<file path="config.mk">
export PLATFORM = sky130hd
export DESIGN_NAME = part_update
export DESIGN_NICKNAME = d
export VERILOG_FILES = /design/src/rtl/part_update.sv
export SDC_FILE = /design/constraint.sdc
export NUM_CORES = 2
export LEC_CHECK = 0
export ABC_AREA = 0
export CAP_MARGIN = 20
export CORE_ASPECT_RATIO = 1.75
export CORE_MARGIN = 5
export CORE_UTILIZATION = 48
export CTS_CLUSTER_SIZE = 25
export DETAILED_ROUTE_END_ITERATION = 16
export PLACE_DENSITY = 0.69
export SYNTH_ARGS = -nofsm -noshare
export SYNTH_HDL_FRONTEND = slang
export SYNTH_SLANG_ARGS = --single-unit
</file>
<file path="constraint.sdc">
create_clock -name clk -period 5.1 [get_ports clk]
set_input_delay 1.02 -clock clk [delete_from_list [all_inputs] [get_ports clk]]
set_output_delay 1.02 -clock clk [all_outputs]
set_load 0.05 [all_outputs]
</file>
<file path="src/rtl/part_update.sv">
// ---------------------------------------------------------------------------
// part_update
//
// Downstream stage of the graph-partitioning worker. Takes one batch of Q
// per-vertex results (vertex id, proposed partition, gain, current partition)
// and walks the lanes one per cycle in lane order. A lane's move is accepted
// when it actually changes partition, its gain reaches PRO_TH, the
// destination is below CAP and the source is non-empty. Accepted moves are
// written back to the location SRAM, one lane per cycle. The K partition-size
// counters are updated as each move is accepted, so later lanes and later
// batches see the new sizes.
//
// Ports
//   clk, rst_n          clock (rising edge), asynchronous active-low reset
//   in_valid_i          a batch is present on the input buses
//   in_ready_o          block is idle and can accept a batch
//   batch_num_i         tag of the incoming batch
//   vid_in_i            Q vertex ids, lane i at [i*VID_BW +: VID_BW]
//   next_in_i           Q proposed partitions
//   pro_in_i            Q unsigned gains
//   cur_in_i            Q current partitions
//   loc_we_o            location SRAM write strobe
//   loc_waddr_o         SRAM row (upper vertex id bits)
//   loc_wlane_o         lane within the row (lower vertex id bits)
//   loc_wdata_o         {valid=1, new partition}
//   batch_done_o        one-cycle pulse when a batch has finished
//   done_batch_num_o    tag of the last finished batch
//   moves_o             accepted moves in the last finished batch
//   cnt_sel_i           debug counter select
//   cnt_rdata_o         combinational read of the selected counter
// ---------------------------------------------------------------------------
module part_update #(
  parameter int K              = 16,
  parameter int Q              = 16,
  parameter int NEXT_BW        = 4,
  parameter int PRO_BW         = 8,
  parameter int VID_BW         = 16,
  parameter int D              = 256,
  parameter int LOC_BW         = 5,
  parameter int LOC_ADDR_SPACE = 8,
  parameter int N_VERT         = 4096,
  parameter int CAP            = 272,
  parameter logic [PRO_BW-1:0] PRO_TH = 8'd4,
  parameter int BATCH_BW       = 8
) (
  input  logic                      clk,
  input  logic                      rst_n,
  input  logic                      in_valid_i,
  output logic                      in_ready_o,
  input  logic [BATCH_BW-1:0]       batch_num_i,
  input  logic [Q*VID_BW-1:0]       vid_in_i,
  input  logic [Q*NEXT_BW-1:0]      next_in_i,
  input  logic [Q*PRO_BW-1:0]       pro_in_i,
  input  logic [Q*NEXT_BW-1:0]      cur_in_i,
  output logic                      loc_we_o,
  output logic [LOC_ADDR_SPACE-1:0] loc_waddr_o,
  output logic [$clog2(D)-1:0]      loc_wlane_o,
  output logic [LOC_BW-1:0]         loc_wdata_o,
  output logic                      batch_done_o,
  output logic [BATCH_BW-1:0]       done_batch_num_o,
  output logic [$clog2(Q+1)-1:0]    moves_o,
  input  logic [NEXT_BW-1:0]        cnt_sel_i,
  output logic [9:0]                cnt_rdata_o
);

  localparam int CNT_BW   = 10;
  localparam int IDX_BW   = $clog2(Q);
  localparam int LANE_BW  = $clog2(D);
  localparam int TALLY_BW = $clog2(Q+1);

  localparam logic [CNT_BW-1:0] CNT_INIT = CNT_BW'(N_VERT / K);
  localparam logic [CNT_BW-1:0] CNT_CAP  = CNT_BW'(CAP);
  localparam logic [IDX_BW-1:0] IDX_LAST = IDX_BW'(Q - 1);

  localparam logic [1:0] S_IDLE = 2'd0;
  localparam logic [1:0] S_PROC = 2'd1;
  localparam logic [1:0] S_DONE = 2'd2;

  logic [1:0]            state_q, state_d;
  logic [IDX_BW-1:0]     idx_q, idx_d;
  logic [TALLY_BW-1:0]   tally_q, tally_d;

  logic [Q*VID_BW-1:0]   vid_q;
  logic [Q*NEXT_BW-1:0]  next_q;
  logic [Q*PRO_BW-1:0]   pro_q;
  logic [Q*NEXT_BW-1:0]  cur_q;
  logic [BATCH_BW-1:0]   batch_q;

  logic [CNT_BW-1:0]     cnt_q [K];

  logic                      loc_we_q;
  logic [LOC_ADDR_SPACE-1:0] loc_waddr_q;
  logic [LANE_BW-1:0]        loc_wlane_q;
  logic [LOC_BW-1:0]         loc_wdata_q;
  logic [TALLY_BW-1:0]       moves_q;
  logic [BATCH_BW-1:0]       done_num_q;

  logic [VID_BW-1:0]  lane_vid;
  logic [NEXT_BW-1:0] lane_next;
  logic [NEXT_BW-1:0] lane_cur;
  logic [PRO_BW-1:0]  lane_pro;
  logic [CNT_BW-1:0]  cnt_next;
  logic [CNT_BW-1:0]  cnt_cur;
  logic               accept;
  logic               take_batch;
  logic               last_lane;

  assign take_batch = (state_q == S_IDLE) && in_valid_i;
  assign last_lane  = (state_q == S_PROC) && (idx_q == IDX_LAST);

  assign lane_vid  = vid_q[idx_q*VID_BW +: VID_BW];
  assign lane_next = next_q[idx_q*NEXT_BW +: NEXT_BW];
  assign lane_cur  = cur_q[idx_q*NEXT_BW +: NEXT_BW];
  assign lane_pro  = pro_q[idx_q*PRO_BW +: PRO_BW];

  // The counters read here already include every earlier lane of this
  // batch, which is what makes capacity races resolve in lane order.
  assign cnt_next = cnt_q[lane_next];
  assign cnt_cur  = cnt_q[lane_cur];

  assign accept = (state_q == S_PROC) &&
                  (lane_next != lane_cur) &&
                  (lane_pro >= PRO_TH) &&
                  (cnt_next < CNT_CAP) &&
                  (cnt_cur != '0);

  // Next-state logic: IDLE waits for a batch, PROC steps one lane per cycle,
  // DONE is a single reporting cycle.
  always_comb begin
    state_d = state_q;
    idx_d   = idx_q;
    tally_d = tally_q;
    case (state_q)
      S_IDLE: begin
        if (in_valid_i) begin
          state_d = S_PROC;
          idx_d   = '0;
          tally_d = '0;
        end
      end
      S_PROC: begin
        idx_d = idx_q + 1'b1;
        if (accept) begin
          tally_d = tally_q + 1'b1;
        end
        if (idx_q == IDX_LAST) begin
          state_d = S_DONE;
        end
      end
      S_DONE: begin
        state_d = S_IDLE;
      end
      default: begin
        state_d = S_IDLE;
      end
    endcase
  end

  always_ff @(posedge clk or negedge rst_n) begin
    if (!rst_n) begin
      state_q <= S_IDLE;
      idx_q   <= '0;
      tally_q <= '0;
    end else begin
      state_q <= state_d;
      idx_q   <= idx_d;
      tally_q <= tally_d;
    end
  end

  // Batch capture; the source may change the buses once the batch is taken.
  always_ff @(posedge clk or negedge rst_n) begin
    if (!rst_n) begin
      vid_q   <= '0;
      next_q  <= '0;
      pro_q   <= '0;
      cur_q   <= '0;
      batch_q <= '0;
    end else if (take_batch) begin
      vid_q   <= vid_in_i;
      next_q  <= next_in_i;
      pro_q   <= pro_in_i;
      cur_q   <= cur_in_i;
      batch_q <= batch_num_i;
    end
  end

  // Partition-size counters. next and cur are distinct on accept, so the
  // two updates never target the same entry.
  always_ff @(posedge clk or negedge rst_n) begin
    if (!rst_n) begin
      for (int k = 0; k < K; k++) begin
        cnt_q[k] <= CNT_INIT;
      end
    end else if (accept) begin
      cnt_q[lane_next] <= cnt_next + CNT_BW'(1);
      cnt_q[lane_cur]  <= cnt_cur - CNT_BW'(1);
    end
  end

  // Registered single-lane SRAM write, one cycle behind the evaluating lane.
  always_ff @(posedge clk or negedge rst_n) begin
    if (!rst_n) begin
      loc_we_q    <= 1'b0;
      loc_waddr_q <= '0;
      loc_wlane_q <= '0;
      loc_wdata_q <= '0;
    end else begin
      loc_we_q <= accept;
      if (accept) begin
        loc_waddr_q <= lane_vid[VID_BW-1 -: LOC_ADDR_SPACE];
        loc_wlane_q <= lane_vid[LANE_BW-1:0];
        loc_wdata_q <= {1'b1, lane_next};
      end
    end
  end

  // Batch results are captured with the last lane's contribution included
  // and then held until the following batch finishes.
  always_ff @(posedge clk or negedge rst_n) begin
    if (!rst_n) begin
      moves_q    <= '0;
      done_num_q <= '0;
    end else if (last_lane) begin
      moves_q    <= tally_d;
      done_num_q <= batch_q;
    end
  end

  assign in_ready_o       = (state_q == S_IDLE);
  assign batch_done_o     = (state_q == S_DONE);
  assign loc_we_o         = loc_we_q;
  assign loc_waddr_o      = loc_waddr_q;
  assign loc_wlane_o      = loc_wlane_q;
  assign loc_wdata_o      = loc_wdata_q;
  assign moves_o          = moves_q;
  assign done_batch_num_o = done_num_q;
  assign cnt_rdata_o      = cnt_q[cnt_sel_i];

endmodule
</file>
==> flow_summary_export.csv <==
group,metric,value,unit
outcome,status,"finished, final reports clean",
sta,setup_viol,0,
finish,regArea,0.0174,mm2
sta,timing.final.crit_share,97.8,%
floorplanning,die-area,0.0795,mm2
worst_setup_path,arrival,5.57,ns
sta,fin_crit,4.99,ns
detailed_routing,dr.first_iter.drc_count,3668,
worst_setup_path,start_kind,"register",
worst_setup_path,worst-setup-path-type,"reg2reg",
synthesis,synth-simple-area-share,21.7,%
finish,nFillCells,6183,
placed_design,place_congestion,1.13,
clock_network,clk_latency,0.65,ns
synthesis,ys_async_sr_fraction,100,%
worst_setup_path,worst_r2r_path_depth,20,
clock_network,post_cts_buffers,0,
placed_design,dpl.cell_count,5345,
worst_setup_path,r2r_start,"idx_q[2]",
clock_network,cts_root_buf,"clkbuf_16",
synthesis,synth_top_family_by_area,"simple AND/OR/NAND/NOR gates",
floorplanning,die_w,215,um
global_route,grt_pass1_vias,33887,
finish,layout.cells.non_filler,5506,
detailed_routing,drc,0,
finish,multiInputGateArea,0.0167,mm2
placed_design,pre_cts_ws,-0.113,ns
sta,max_freq,200,MHz
global_route,grt_max_degree,109,
synthesis,synth_adder_area_share,0.141,%
detailed_routing,via_count,33307,
sta,fin_ws,0.111,ns
clock_network,ctsHtreeMaxLevel,3,
global_route,grt_overflow_total,0,
clock_network,cts_buffer_depth,3,
synthesis,ys_ff_latch,694,
floorplanning,core_area,0.0731,mm2
synthesis,synth.avg_cell_area,9.25,um2
sta,rsz0062_at_grt,"false",
synthesis,yosysTopAreaCell,"dfrtp_1",
synthesis,syn_inst,3826,
floorplanning,start_util,48.4,%
synthesis,yosysSeqAreaShare,49.1,%
clock_network,cts_resized,2,
clock_network,postCtsHoldBufs,0,
placed_design,hpwlAfterDp,117,mm
clock_network,clkTransAtPathRegs,0.07,ns
detailed_routing,final_antenna_net_count,0,
global_route,grt.total_usage,38.4,%
worst_setup_path,critPathCaptureType,"register",
finish,layout_common_cells,"nand2_1, dfrtp_1, clkdlybuf4s50_1",
flow_run,cap_violations,0,
floorplanning,num_rows,131,
finish,layout_commonest_cell,"nand2_1",
synthesis,yosysUniqueCellTypes,83,
sta,relSlewSlack,27.7,%
synthesis,ys_warn_count,0,
floorplanning,chipHeight,369,um
synthesis,synth_xor_area_share,0.559,%
detailed_routing,firstDrtPassIters,9,
sta,slew_viol_final,0,
clock_network,cts_tree,"yes",
clock_network,cts_inserted_buffers,67,
global_route,grt_pass1_wl,225,mm
worst_setup_path,r2r_slack,0.11,ns
hold_path,worstHoldPathType,"in2async",
clock_network,clock_sinks,694,
sta,hold_viol,0,
synthesis,syn-num-nets,4357,
finish,drive_above_1_share,14.9,%
worst_setup_path,cp_max_fo,28,
sta,fin_skew,0.0259,ns
synthesis,synthesis.area,0.0354,mm2
synthesis,synth-edff-count,0,
synthesis,synth-compound-area-share,12.7,%
worst_setup_path,worstPathRequired,5.68,ns
detailed_routing,finalWirelength,157,mm
synthesis,synth.top_cell.area_share,47.9,%
synthesis,synth_flop_cell,"dfrtp_1",
global_route,antenna_found_initial,49,
worst_setup_path,timing.rr.end,"cnt_q[116]",
finish,nets,5016,
synthesis,synthMuxAreaShare,11.9,%
sta,tightest_slew,1.07,ns
detailed_routing,via_per_inst,6.05,
detailed_routing,wire_per_inst,28.4,um
floorplanning,pin_count,574,
finish,syn2layout_area_growth,30.9,%
placed_design,numPortBuffers,541,
synthesis,netlist_top_cells_area,"dfrtp_1, nand2_1, mux4_2, a22o_1, o22ai_1",
metal layers:
| metal | vias up | part of all wire (%) | GRT usage, % |
|---|---|---|---|
| met5 | - | 0.091 | 0 |
| li1 | 14573 | - | - |
| met2 | 1904 | 48 | 62.6 |
| met1 | 16163 | 32 | 40.6 |
| met4 | 22 | 11 | 33.5 |
| met3 | 645 | 9.0 | 11.1 |
cells by family after synthesis:
| kind of cell | count (synthesis) |
|---|---|
| muxes | 248 |
| DFF | 694 |
| xor gates and xnor gates | 20 |
| AOI/OAI and AO/OA | 612 |
| buffers and inverters | 330 |
| and+or+nand+nor | 1918 |
| adders and majority gates | 4 |
area by class of cell:
class / count / share of cell area [%]
Timing Repair Buffer: 860 / 18.3
Tap cell: 931 / 2.52
Clock inverter: 26 / 0.784
Sequential cell: 694 / 37.6
Clock buffer: 95 / 4.15
Multi-Input combinational cell: 2802 / 36.0
Inverter: 60 / 0.486
Antenna cell: 38 / 0.205
how the worst max path moves through the flow:
| stage | from | end | slack (ns) | depth (start not counted) |
|---|---|---|---|---|
| floorplan | idx_q[0] | cnt_q[114] | 0.88 | 18 |
| global placement | idx_q[2] | cnt_q[116] | -0.13 | 19 |
| detailed placement | idx_q[2] | cnt_q[116] | -0.11 | 19 |
| CTS | idx_q[2] | cnt_q[116] | 0.09 | 19 |
| global route | idx_q[0] | cnt_q[50] | 0.004 | 19 |
| finish | idx_q[2] | cnt_q[116] | 0.11 | 20 |
cells in the mapped netlist, types with 5 or more instances:
master     number
a211oi_1       31
a21oi_1        69
a221oi_1       16
a22o_1        107
a22oi_1        53
a31oi_1        27
and2_1          8
and3_1         19
and4_1          9
buf_1          28
buf_2          48
buf_4          10
buf_6           6
clkbuf_1      177
dfrtp_1       678
dfstp_2        16
inv_1          57
mux2_2         38
mux2i_1        76
mux4_2        133
nand2_1      1652
nand2_2         5
nand3_1        68
nand4_1        15
nor2_1         61
nor2b_1         7
nor3_1         22
nor4_1         20
o211ai_1       13
o21ai_0        52
o21ai_2         5
o21ai_4        10
o221ai_1       12
o22ai_1       135
o2bb2ai_1      31
or4_1          11
xnor2_1        11
xor2_1          6
sequential cells by signal (all words and copies together) (netlist names):
name	count
loc_waddr_o	8
moves_o	5
done_batch_num_o	8
batch_q	8
loc_we_o	1
cnt_q	160
tally_q	5
loc_wdata_o	5
idx_q	4
pro_q	96
state_q	2
loc_wlane_o	8
next_q	64
vid_q	256
cur_q	64
worst max-delay path: stages, from the launching register on:
cell      delay, ns
dfrtp_4        0.58
buf_8          0.29
mux2i_1        0.16
a22oi_1        0.40
a21oi_1        0.20
nor2_4         0.24
buf_12         0.23
nand2_1        0.18
o22ai_1        0.20
a31oi_1        0.08
a211oi_2       0.33
buf_4          0.17
ha_1           0.17
nor3b_2        0.35
nand3b_1       0.15
buf_4          0.22
xor2_1         0.15
buf_4          0.20
o22ai_1        0.13
a21oi_2        0.29
buf_4          0.16
through the flow:
step	util [%]	setup TNS [ns]	cell area [um2]	hold slack [ns]
floorplan	-	0	35400	0.437
global placement	60.0	-0.128	43800	0.449
detailed placement	60.0	-0.113	43800	0.455
CTS	63.1	0	46100	0.398
global route	63.3	0	46300	0.413
finish	63.3	0	46300	0.387
Power is left out: the tool's default activity adds up to more than one toggle a clock period on the data nets, which glitch-free logic cannot reach.
